==> src/rtl/apb_matrix_ctrl_if.sv <==
// APB3 slave bus bundle for the matrix accelerator controller.
interface apb_matrix_ctrl_if #(
  parameter int ADDR_W = 12
);
  logic              PSEL;
  logic              PENABLE;
  logic              PWRITE;
  logic [ADDR_W-1:0] PADDR;
  logic [31:0]       PWDATA;
  logic [31:0]       PRDATA;
  logic              PREADY;
  logic              PSLVERR;

  modport master (
    output PSEL, PENABLE, PWRITE, PADDR, PWDATA,
    input  PRDATA, PREADY, PSLVERR
  );

  modport slave (
    input  PSEL, PENABLE, PWRITE, PADDR, PWDATA,
    output PRDATA, PREADY, PSLVERR
  );
endinterface

==> src/rtl/apb_matrix_ctrl.sv <==
// APB3 register front-end sequencing X-buffer load, ALU run and result
// readback for the matrix accelerator datapath.
module apb_matrix_ctrl #(
  parameter int APB_ADDR_WIDTH = 12,
  parameter int LOAD_WORDS     = 8,
  parameter int NUM_CALC       = 16,
  parameter int RD_TIMEOUT     = 15
) (
  input  logic                      clk,
  input  logic                      rst,
  apb_matrix_ctrl_if.slave          apb,
  output logic                      load_en,
  output logic                      valid_input,
  output logic                      ALU_en,
  output logic                      read_n,
  output logic [7:0]                acc_counter,
  output logic [APB_ADDR_WIDTH-1:0] r_addr,
  input  logic                      load_done,
  input  logic                      cal_finish,
  input  logic                      ry,
  input  logic [31:0]               data_out,
  output logic                      irq
);

  typedef enum logic [1:0] {IDLE, LOAD, RUN, DONE} state_t;

  localparam int CNT_W = $clog2(RD_TIMEOUT + 2);
  localparam logic [APB_ADDR_WIDTH-1:0] ADDR_CTRL   = APB_ADDR_WIDTH'(32'h000);
  localparam logic [APB_ADDR_WIDTH-1:0] ADDR_STATUS = APB_ADDR_WIDTH'(32'h004);
  localparam logic [APB_ADDR_WIDTH-1:0] ADDR_XDATA  = APB_ADDR_WIDTH'(32'h008);
  localparam logic [APB_ADDR_WIDTH-1:0] ADDR_RES_LO = APB_ADDR_WIDTH'(32'h400);
  localparam logic [APB_ADDR_WIDTH-1:0] ADDR_RES_HI = APB_ADDR_WIDTH'(32'h7FC);

  state_t           state_q, state_d;
  logic             access_q, access_d;
  logic [CNT_W-1:0] rd_cnt_q, rd_cnt_d;
  logic             pulse_q, pulse_d;
  logic [7:0]       acc_counter_q, acc_counter_d;
  logic [7:0]       calc_cnt_q, calc_cnt_d;
  logic             ld_seen_q, ld_seen_d;
  logic             cal_prev_q, cal_prev_d;

  logic             access;
  logic             sel_ctrl, sel_status, sel_xdata, sel_result;
  logic             rd_result_ok;
  logic             pready, pslverr;
  logic [31:0]      prdata;
  logic             read_n_c;
  logic [APB_ADDR_WIDTH-1:0] r_addr_c;
  logic [7:0]       acc_eff;
  logic [31:0]      status_word;
  logic             wr_ok;
  logic             unused_bits;

  assign unused_bits = ^{apb.PWDATA[31:2], apb.PADDR[1:0]};

  // access_q marks that a setup phase was seen, so only properly framed
  // transfers (never one left dangling across reset) get a response.
  always_comb begin
    access       = access_q && apb.PSEL && apb.PENABLE;
    sel_ctrl     = (apb.PADDR == ADDR_CTRL);
    sel_status   = (apb.PADDR == ADDR_STATUS);
    sel_xdata    = (apb.PADDR == ADDR_XDATA);
    sel_result   = (apb.PADDR >= ADDR_RES_LO) && (apb.PADDR <= ADDR_RES_HI);
    rd_result_ok = access && sel_result && !apb.PWRITE && (state_q == DONE);
    acc_eff      = acc_counter_q + {7'd0, pulse_q};
    status_word  = {8'h00, acc_counter_q, calc_cnt_q, 5'd0, ld_seen_q,
                    state_q == DONE, state_q == RUN};

    pready   = 1'b0;
    pslverr  = 1'b0;
    prdata   = 32'h0;
    read_n_c = 1'b1;
    r_addr_c = '0;

    if (rd_result_ok) begin
      r_addr_c = APB_ADDR_WIDTH'(apb.PADDR[9:2]);
      read_n_c = (rd_cnt_q != '0);
      if (ry) begin
        pready = 1'b1;
        prdata = data_out;
      end else if (rd_cnt_q == CNT_W'(RD_TIMEOUT)) begin
        pready  = 1'b1;
        pslverr = 1'b1;
      end
    end else if (access) begin
      pready = 1'b1;
      if (apb.PWRITE) begin
        if (sel_ctrl) begin
          pslverr = !apb.PWDATA[1] && apb.PWDATA[0] &&
                    !((state_q == LOAD) && ld_seen_q);
        end else if (sel_xdata) begin
          pslverr = !(((state_q == IDLE) || (state_q == LOAD)) &&
                      (acc_eff < 8'(LOAD_WORDS)));
        end else begin
          pslverr = 1'b1;
        end
      end else if (sel_status) begin
        prdata = status_word;
      end else begin
        pslverr = 1'b1;
      end
    end

    wr_ok = access && pready && apb.PWRITE && !pslverr;
  end

  // Next-state: datapath events first, then APB writes; clear wins over all.
  always_comb begin
    state_d       = state_q;
    access_d      = access_q;
    rd_cnt_d      = '0;
    pulse_d       = 1'b0;
    acc_counter_d = acc_counter_q;
    calc_cnt_d    = calc_cnt_q;
    ld_seen_d     = ld_seen_q;
    cal_prev_d    = cal_finish;

    if (apb.PSEL && !apb.PENABLE) begin
      access_d = 1'b1;
    end else if (!apb.PSEL || pready) begin
      access_d = 1'b0;
    end

    if (rd_result_ok && !pready) begin
      rd_cnt_d = rd_cnt_q + 1'b1;
    end

    if (pulse_q) begin
      acc_counter_d = acc_counter_q + 8'd1;
    end

    case (state_q)
      LOAD: begin
        if (load_done) ld_seen_d = 1'b1;
      end
      RUN: begin
        if (cal_finish && !cal_prev_q) begin
          calc_cnt_d = calc_cnt_q + 8'd1;
          if (calc_cnt_q + 8'd1 == 8'(NUM_CALC)) state_d = DONE;
        end
      end
      default: ;
    endcase

    if (wr_ok && sel_ctrl) begin
      if (apb.PWDATA[1]) begin
        state_d       = IDLE;
        acc_counter_d = 8'd0;
        calc_cnt_d    = 8'd0;
        ld_seen_d     = 1'b0;
      end else if (apb.PWDATA[0]) begin
        state_d = RUN;
      end
    end

    if (wr_ok && sel_xdata) begin
      pulse_d = 1'b1;
      state_d = LOAD;
    end
  end

  always_ff @(posedge clk or negedge rst) begin
    if (!rst) begin
      state_q       <= IDLE;
      access_q      <= 1'b0;
      rd_cnt_q      <= '0;
      pulse_q       <= 1'b0;
      acc_counter_q <= 8'd0;
      calc_cnt_q    <= 8'd0;
      ld_seen_q     <= 1'b0;
      cal_prev_q    <= 1'b0;
    end else begin
      state_q       <= state_d;
      access_q      <= access_d;
      rd_cnt_q      <= rd_cnt_d;
      pulse_q       <= pulse_d;
      acc_counter_q <= acc_counter_d;
      calc_cnt_q    <= calc_cnt_d;
      ld_seen_q     <= ld_seen_d;
      cal_prev_q    <= cal_prev_d;
    end
  end

  assign apb.PREADY  = pready;
  assign apb.PSLVERR = pslverr;
  assign apb.PRDATA  = prdata;
  assign load_en     = pulse_q;
  assign valid_input = pulse_q;
  assign ALU_en      = (state_q == RUN);
  assign irq         = (state_q == DONE);
  assign read_n      = read_n_c;
  assign r_addr      = r_addr_c;
  assign acc_counter = acc_counter_q;

endmodule

==> src/flat_wrapper.sv <==
// flat-port wrapper written by rule: the top's interface ports become plain ports
module apb_matrix_ctrl_flat 
#(
  parameter int APB_ADDR_WIDTH = 12,
  parameter int LOAD_WORDS     = 8,
  parameter int NUM_CALC       = 16,
  parameter int RD_TIMEOUT     = 15
)
  (clk, rst, load_en, valid_input, ALU_en, read_n, acc_counter, r_addr, load_done, cal_finish, ry, data_out, irq, apb_PSEL, apb_PENABLE, apb_PWRITE, apb_PADDR, apb_PWDATA, apb_PRDATA, apb_PREADY, apb_PSLVERR);
  apb_matrix_ctrl_if #(.ADDR_W((12))) apb_i ();
  input  logic clk;
  input  logic rst;
  output logic load_en;
  output logic valid_input;
  output logic ALU_en;
  output logic read_n;
  output logic [7:0] acc_counter;
  output logic [APB_ADDR_WIDTH-1:0] r_addr;
  input  logic load_done;
  input  logic cal_finish;
  input  logic ry;
  input  logic [31:0] data_out;
  output logic irq;
  input wire logic [$bits(apb_i.PSEL)-1:0] apb_PSEL;
  input wire logic [$bits(apb_i.PENABLE)-1:0] apb_PENABLE;
  input wire logic [$bits(apb_i.PWRITE)-1:0] apb_PWRITE;
  input wire logic [$bits(apb_i.PADDR)-1:0] apb_PADDR;
  input wire logic [$bits(apb_i.PWDATA)-1:0] apb_PWDATA;
  output wire logic [$bits(apb_i.PRDATA)-1:0] apb_PRDATA;
  output wire logic [$bits(apb_i.PREADY)-1:0] apb_PREADY;
  output wire logic [$bits(apb_i.PSLVERR)-1:0] apb_PSLVERR;
  assign apb_i.PSEL = apb_PSEL;
  assign apb_i.PENABLE = apb_PENABLE;
  assign apb_i.PWRITE = apb_PWRITE;
  assign apb_i.PADDR = apb_PADDR;
  assign apb_i.PWDATA = apb_PWDATA;
  assign apb_PRDATA = apb_i.PRDATA;
  assign apb_PREADY = apb_i.PREADY;
  assign apb_PSLVERR = apb_i.PSLVERR;
  apb_matrix_ctrl #(.APB_ADDR_WIDTH(APB_ADDR_WIDTH), .LOAD_WORDS(LOAD_WORDS), .NUM_CALC(NUM_CALC), .RD_TIMEOUT(RD_TIMEOUT)) u_core (.clk(clk), .rst(rst), .apb(apb_i), .load_en(load_en), .valid_input(valid_input), .ALU_en(ALU_en), .read_n(read_n), .acc_counter(acc_counter), .r_addr(r_addr), .load_done(load_done), .cal_finish(cal_finish), .ry(ry), .data_out(data_out), .irq(irq));
endmodule
==> config.mk <==
export PLATFORM = sky130hd
export DESIGN_NAME = apb_matrix_ctrl_flat
export DESIGN_NICKNAME = d
export VERILOG_FILES = /design/src/rtl/apb_matrix_ctrl_if.sv /design/src/rtl/apb_matrix_ctrl.sv /design/src/flat_wrapper.sv
export SDC_FILE = /design/constraint.sdc
export NUM_CORES = 1
export LEC_CHECK = 0
export BUFFER_PORTS_ARGS = -buffer_cell sky130_fd_sc_hd__buf_2
export CORE_MARGIN = 5
export CORE_UTILIZATION = 38
export CTS_BUF_LIST = sky130_fd_sc_hd__clkbuf_16
export DETAILED_ROUTE_END_ITERATION = 16
export HOLD_SLACK_MARGIN = 0.06
export PLACE_DENSITY = 0.75
export SLEW_MARGIN = 20
export SYNTH_ARGS = -nofsm -noshare
export SYNTH_HDL_FRONTEND = slang
export SYNTH_SLANG_ARGS = --single-unit
export TNS_END_PERCENT = 5
==> constraint.sdc <==
create_clock -name clk -period 1.9 [get_ports clk]
set_input_delay 0.285 -clock clk [delete_from_list [all_inputs] [get_ports clk]]
set_output_delay 0.285 -clock clk [all_outputs]
set_load 0.02 [all_outputs]
==> results.txt, run 1 <==
Startpoint types = flip-flop
Number of max-cap violations = 0
Crit-path cells = and2_4 -> nand3_4 -> nor3_4 -> or3b_4 -> nor2b_4 -> buf_6
TritonRoute pass-1 iters = 4
First-pass GRT wire length = 10.7 mm
Fin util = 65.4%
Worst vdd ir = 493 µV
End of the worst hold path = u_core.cal_prev_q
Final worst setup slack = -217 ps
Hold Path Class = input pin to flip-flop
WL/cell = 15.8 µm
Post-synth EDFFs = 0
Worst r2r path cells = 11
Commonest non-fill, non-tap cell in the layout = buf_2
I/O Buffers = 108
Reg2reg setup slack = -30 ps
Clk Tree Root Cell = clkbuf_16
Top post-synthesis cells by area = dfrtp_1 33%, a22o_1 8.2%, and3_1 5.9%
M1 wire length = 2.75 mm
Crit path DAT = 1830 ps
FF-to-FF Start = u_core.state_q[0]
RSZ-0062 raised after global routing = true
Core Area = 5140 µm²
Failing checks = negative setup slack
Post-synthesis sequential area ratio = 33.3%
Crit share post-route = 111%
Final Skew = 6.93 ps
Hold Startpoint = cal_finish
CTS buffer count = 3
Number of DRC markers in iteration 0 = 69
Layout fillers = 422
GR Overflow Total = 0
Vias per inst = 5.11
Highest clock rate = 0.472 GHz
Area leader, netlist = dfrtp_1
Fin nets = 450
Largest net degree at the start of global routing = 28
Initial antenna violation count = 0
Clk buf depth = 2
CTS clk-pin slew, worst paths = 60 ps
Vias in the first global route = 2185
Max-slew violations = 0
Die Y = 83.1 µm
Post-Syn Area = 2030 µm²
Flops & latches, synth = 27
Worst R2R End = u_core.state_q[1]
Die Wd = 83.1 µm
Pleak = 1.74 nW
Sum Neg Setup Slack = -4630 ps
Final setup fails = 45
Via count of the routed design = 2191
Tot GR Track Use = 18.6%
Uppermost layer routed = met4
Most frequent cells in the layout = 66 x buf_2, 43 x buf_4, 32 x buf_6
Die area = 6910 µm²
Max-slew headroom = 59.8%
Met2 wire length = 3.63 mm
Detailed placement HPWL = 4.70 mm
Pwr Total = 1.18 mW
Req. time, crit path = 1620 ps
Status = finished, violations left
Pre-CTS setup slack = -69.8 ps
Bufs and invs on worst path = 1
Synth top area share = 33.3%
CP max stage cell = or3b_4
Ratio of cells with drive above 1 in the final layout = 51.5%
Diode count = 0
Ys flop type = dfrtp_1
Top delay family on crit path = simple AND/OR/NAND/NOR gates
TritonCTS clock tree = done
Post-route minimum period = 2120 ps
Met3 WL = 313 µm
Worst slew pin tran = 604 ps
Mapped Cells = 226
Routability cong. = 0.792
P per Cell Area = 350 nW/µm²
Unique masters post-synth = 50
I/O pin cnt = 143
CTS H-tree depth = 1
Initial Util = 39.5%
Final WL = 6.77 mm
Rows = 26
Hold depth = 1
Avg Synthesized Cell Area = 8.99 µm²
CTS Sinks = 27
Hold Worst Slack = 164 ps
Ys Warns = 0
Crit. End Element = output port
Worst skew pair latency = 260 ps
Post-DRT Antenna Nets = 0
Ys async rst share = 100%
Max Fanout on Critical Path = 4
# DRC = 0
Critical path class = flip-flop to output port
Slowest stage delay, CP = 420 ps
Synthesis-to-finish area growth = 65.4%
Hold Vio Cnt, Final = 0
[registers in the layout (all words and copies together) (netlist names)]
signal	cells
u_core.ld_seen_q	1
u_core.calc_cnt_q	8
u_core.rd_cnt_q	5
u_core.load_en	1
u_core.state_q	2
u_core.access_q	1
u_core.cal_prev_q	1
u_core.acc_counter	8
[through the flow]
step / instance area [µm²] / instances
finish: 3360 / 429
global route: 3360 / 429
CTS: 3230 / 425
detailed placement: 2900 / 416
global placement: 2900 / 416
floorplan: 2160 / 229
[final cells by class]
type / count / area [µm²] / share of cell area [%]
clock inverter: 1 / 3.75 / 0.112
inverter: 8 / 30.0 / 0.894
tap: 70 / 87.6 / 2.61
multi-input combinational: 174 / 1380 / 41.0
sequential: 27 / 676 / 20.1
clock buffer: 3 / 75.1 / 2.23
timing repair buffer: 146 / 1110 / 33.0
[logic make-up (layout without fill, tap and decap cells)]
logic type	after synthesis	count (layout)	synth area share [%]
fa+ha+maj	6	6	3.70
simple gates	109	109	31.9
flops	27	27	33.3
compound gates	35	35	13.8
xor+xnor	17	17	7.33
buf+inv	28	158	8.32
mux	3	3	1.48
other cells	1	4	0.185
[how the worst max path moves through the flow]
stage	start	end	slack [ps]	cells after the start
6_report	u_core.state_q[1]	apb_PREADY	-220	6
5_1_grt	u_core.state_q[1]	apb_PRDATA[0]	-280	7
4_1_cts	u_core.rd_cnt_q[1]	apb_PREADY	-180	6
3_5_place_dp	apb_PADDR[7]	apb_PRDATA[9]	-70	7
3_3_place_gp	apb_PADDR[7]	apb_PRDATA[1]	-40	7
2_1_floorplan	u_core.rd_cnt_q[0]	apb_PREADY	-3	6
[power by group]
part | leakage (nW) | total [mW] | internal, mW | switching (mW)
clock | 0.0423 | 0.471 | 0.282 | 0.189
combinational | 1.36 | 0.128 | 0.0588 | 0.0691
sequential | 0.337 | 0.578 | 0.577 | 0.00110
[synth_stat cells, types with 2 or more instances]
cell       number
buf_2           3
xnor2_1         9
clkbuf_1        5
buf_6           2
a31oi_1         4
mux2i_1         3
buf_4           6
a22o_1         19
nor3_2          2
nor2_1         30
nand3b_1        2
a21oi_1         3
and2_1          9
and3_1         19
nor3_1          4
nand3_1         6
nand4_1         7
nor2b_1         3
nand2_1         9
nor3b_1         3
inv_1           8
xor2_1          8
and2_2          2
ha_1            6
and3b_1         2
o2111ai_1       2
dfrtp_1        27
[routing by layer]
metal	GRT usage [%]	up-vias
li1	-	1060
met2	34.8	69
met1	21.6	1056
met3	3.86	6
met4	4.16	0
met5	0	-
[timing repair]
action / CTS / global route
setup endpoints to repair: 42 / 46
hold buffers: 1 / 0
cloned: 0 / 1
gates resized for setup: 65 / 24
endpoints found under the hold margin: 14 / 0
setup buffers: 4 / 3
pin swaps: 17 / 8
Note: power is estimated with default switching activity, not from simulation.
==> inputs of run 2 (changes only) <==
Settings changed: REMOVE_ABC_BUFFERS from default to 1.
==> run 2 against run 1 <==
Against the previous run:
- the flow still finishes with violations (negative setup slack)
- maximum frequency fell by 0.32%
- core utilization shrank 1.1 points
- sequential cell count unchanged
- total power grew 1.9%
- critical path depth unchanged
- via count fell by 0.68%
==> results.txt, run 2 (synthesized netlist as in run 1, its figures left out) <==
P per Cell Area = 363 nW/µm²
TritonCTS clock tree = done
CTS clk-pin slew, worst paths = 70 ps
CTS buffer count = 3
Combinational power share = 10.2%
RSZ-0062 raised after global routing = true
Ratio of cells with drive above 1 in the final layout = 49.4%
Net Sw Power = 279 µW
Number of max-cap violations = 0
Clk buf depth = 2
Final worst setup slack = -224 ps
Hold Path Class = input pin to flip-flop
Largest net degree at the start of global routing = 28
Area post-placement = 2770 µm²
Req. time, crit path = 1620 ps
Most frequent cells in the layout = 67 x buf_2, 44 x buf_4, 32 x buf_6
I/O Buffers = 108
Sum Neg Setup Slack = -2680 ps
Crit share post-route = 112%
Vias per inst = 5.04
Clock Power Share = 41.6%
TritonRoute pass-1 iters = 4
WL/cell = 15.0 µm
Startpoint types = flip-flop
Pre-CTS setup slack = -139 ps
Pleak = 1.66 nW
Max-slew violations = 0
Crit path DAT = 1840 ps
Failing checks = negative setup slack
Fin util = 64.2%
Diode count = 0
Die Y = 83.1 µm
Critical path class = flip-flop to output port
Initial Util = 39.5%
GR Overflow Total = 0
Commonest non-fill, non-tap cell in the layout = buf_2
# DRC = 0
Max Fanout on Critical Path = 2
Vias in the first global route = 2199
Via count of the routed design = 2176
Hold Worst Slack = 139 ps
CTS Sinks = 27
Final WL = 6.49 mm
Crit-path cells = ha_2 -> and3_4 -> ha_4 -> or3b_4 -> nor2b_4 -> buf_6
Worst slew pin tran = 612 ps
CTS H-tree depth = 1
Max-slew headroom = 59.2%
Final Instance Area = 3300 µm²
Synthesis-to-finish area growth = 62.6%
Initial antenna violation count = 0
Int Pwr = 921 µW
Worst vdd ir = 351 µV
Highest clock rate = 0.471 GHz
Fin nets = 453
Post-route minimum period = 2120 ps
Crit. End Element = output port
Layout fillers = 423
Rows = 26
Routability cong. = 0.821
Slowest stage delay, CP = 400 ps
I/O pin cnt = 143
Worst skew pair latency = 260 ps
Tot GR Track Use = 17.0%
Clk Tree Root Cell = clkbuf_16
Post-DRT Antenna Nets = 0
Core Area = 5140 µm²
Die area = 6910 µm²
First-pass GRT wire length = 10.0 mm
Final Skew = 3.48 ps
CP max stage cell = or3b_4
Status = finished, violations left
Flop pwr share = 48.2%
Switching share of power = 23.3%
Hold Vio Cnt, Final = 0
Die Wd = 83.1 µm
Detailed placement HPWL = 4.53 mm
Final setup fails = 21
Number of DRC markers in iteration 0 = 76
run 2: cell types whose count changed in the layout (fill, tap and decap cells not counted), sizes merged:
| cell | before | now |
|---|---|---|
| inv | 9 | 8 |
| clkbuf | 4 | 5 |
| buf | 144 | 146 |
| clkinvlp | 0 | 1 |
run 2: power by group through the flow:
stage          logic (mW)  registers (mW)  clock network (mW)
2_1_floorplan      0.0254           0.589                   0
3_3_place_gp        0.110           0.589                   0
3_5_place_dp        0.114           0.589                   0
4_1_cts             0.120           0.578               0.505
5_1_grt             0.135           0.578               0.521
6_report            0.123           0.578               0.499
run 2: cell type report:
cell class	instances	area, µm²	share of cell area, %
clock buffer	3	75.1	2.27
clock inverter	1	7.51	0.227
inverter	8	30.0	0.909
multi-input combinational	174	1280	38.8
sequential	27	676	20.5
tap	70	87.6	2.65
timing repair buffer	149	1150	34.7
run 2: layer usage:
layer | track usage [%] | routed length, µm | vias to the layer above
li1 | - | - | 1074
met5 | 0 | 0 | -
met3 | 4.26 | 338 | 6
met4 | 4.01 | 45 | 0
met1 | 19.1 | 2630 | 1038
met2 | 31.7 | 3480 | 58
run 2: what timing repair did:
action	in CTS	in global routing
hold buffers	1	0
setup buffers	7	4
endpoints found under the setup margin	43	44
gates resized for setup	68	24
gates cloned	0	2
endpoints found under the hold margin	27	0
pin swaps	26	8
run 2: final timing paths:
check	startpoint	end	slack [ps]	cells past startpoint
worst max-delay path	u_core.rd_cnt_q[0]	apb_PREADY	-220	6
worst min-delay path	cal_finish	u_core.cal_prev_q	140	1
worst max register to register	u_core.acc_counter[0]	u_core.state_q[0]	30	8
worst min register to register	u_core.calc_cnt_q[1]	u_core.calc_cnt_q[1]	580	2
max in group asynchronous	rst	u_core.rd_cnt_q[2]	920	2
min in group asynchronous	rst	u_core.acc_counter[2]	570	2
run 2: through the flow:
stage	total power, mW	cells
detailed placement	0.703	414
finish	1.20	432
global route	1.23	432
global placement	0.699	414
CTS	1.20	426
floorplan	0.615	209
run 2: critical path, delay by kind of cell, from the launching register on:
| family | cells | cell delay [ps] |
|---|---|---|
| buffers and inverters | 1 | 120 |
| flip-flops | 1 | 390 |
| AND/OR/NAND/NOR | 3 | 720 |
| adder cells (fa/ha/maj) | 2 | 350 |
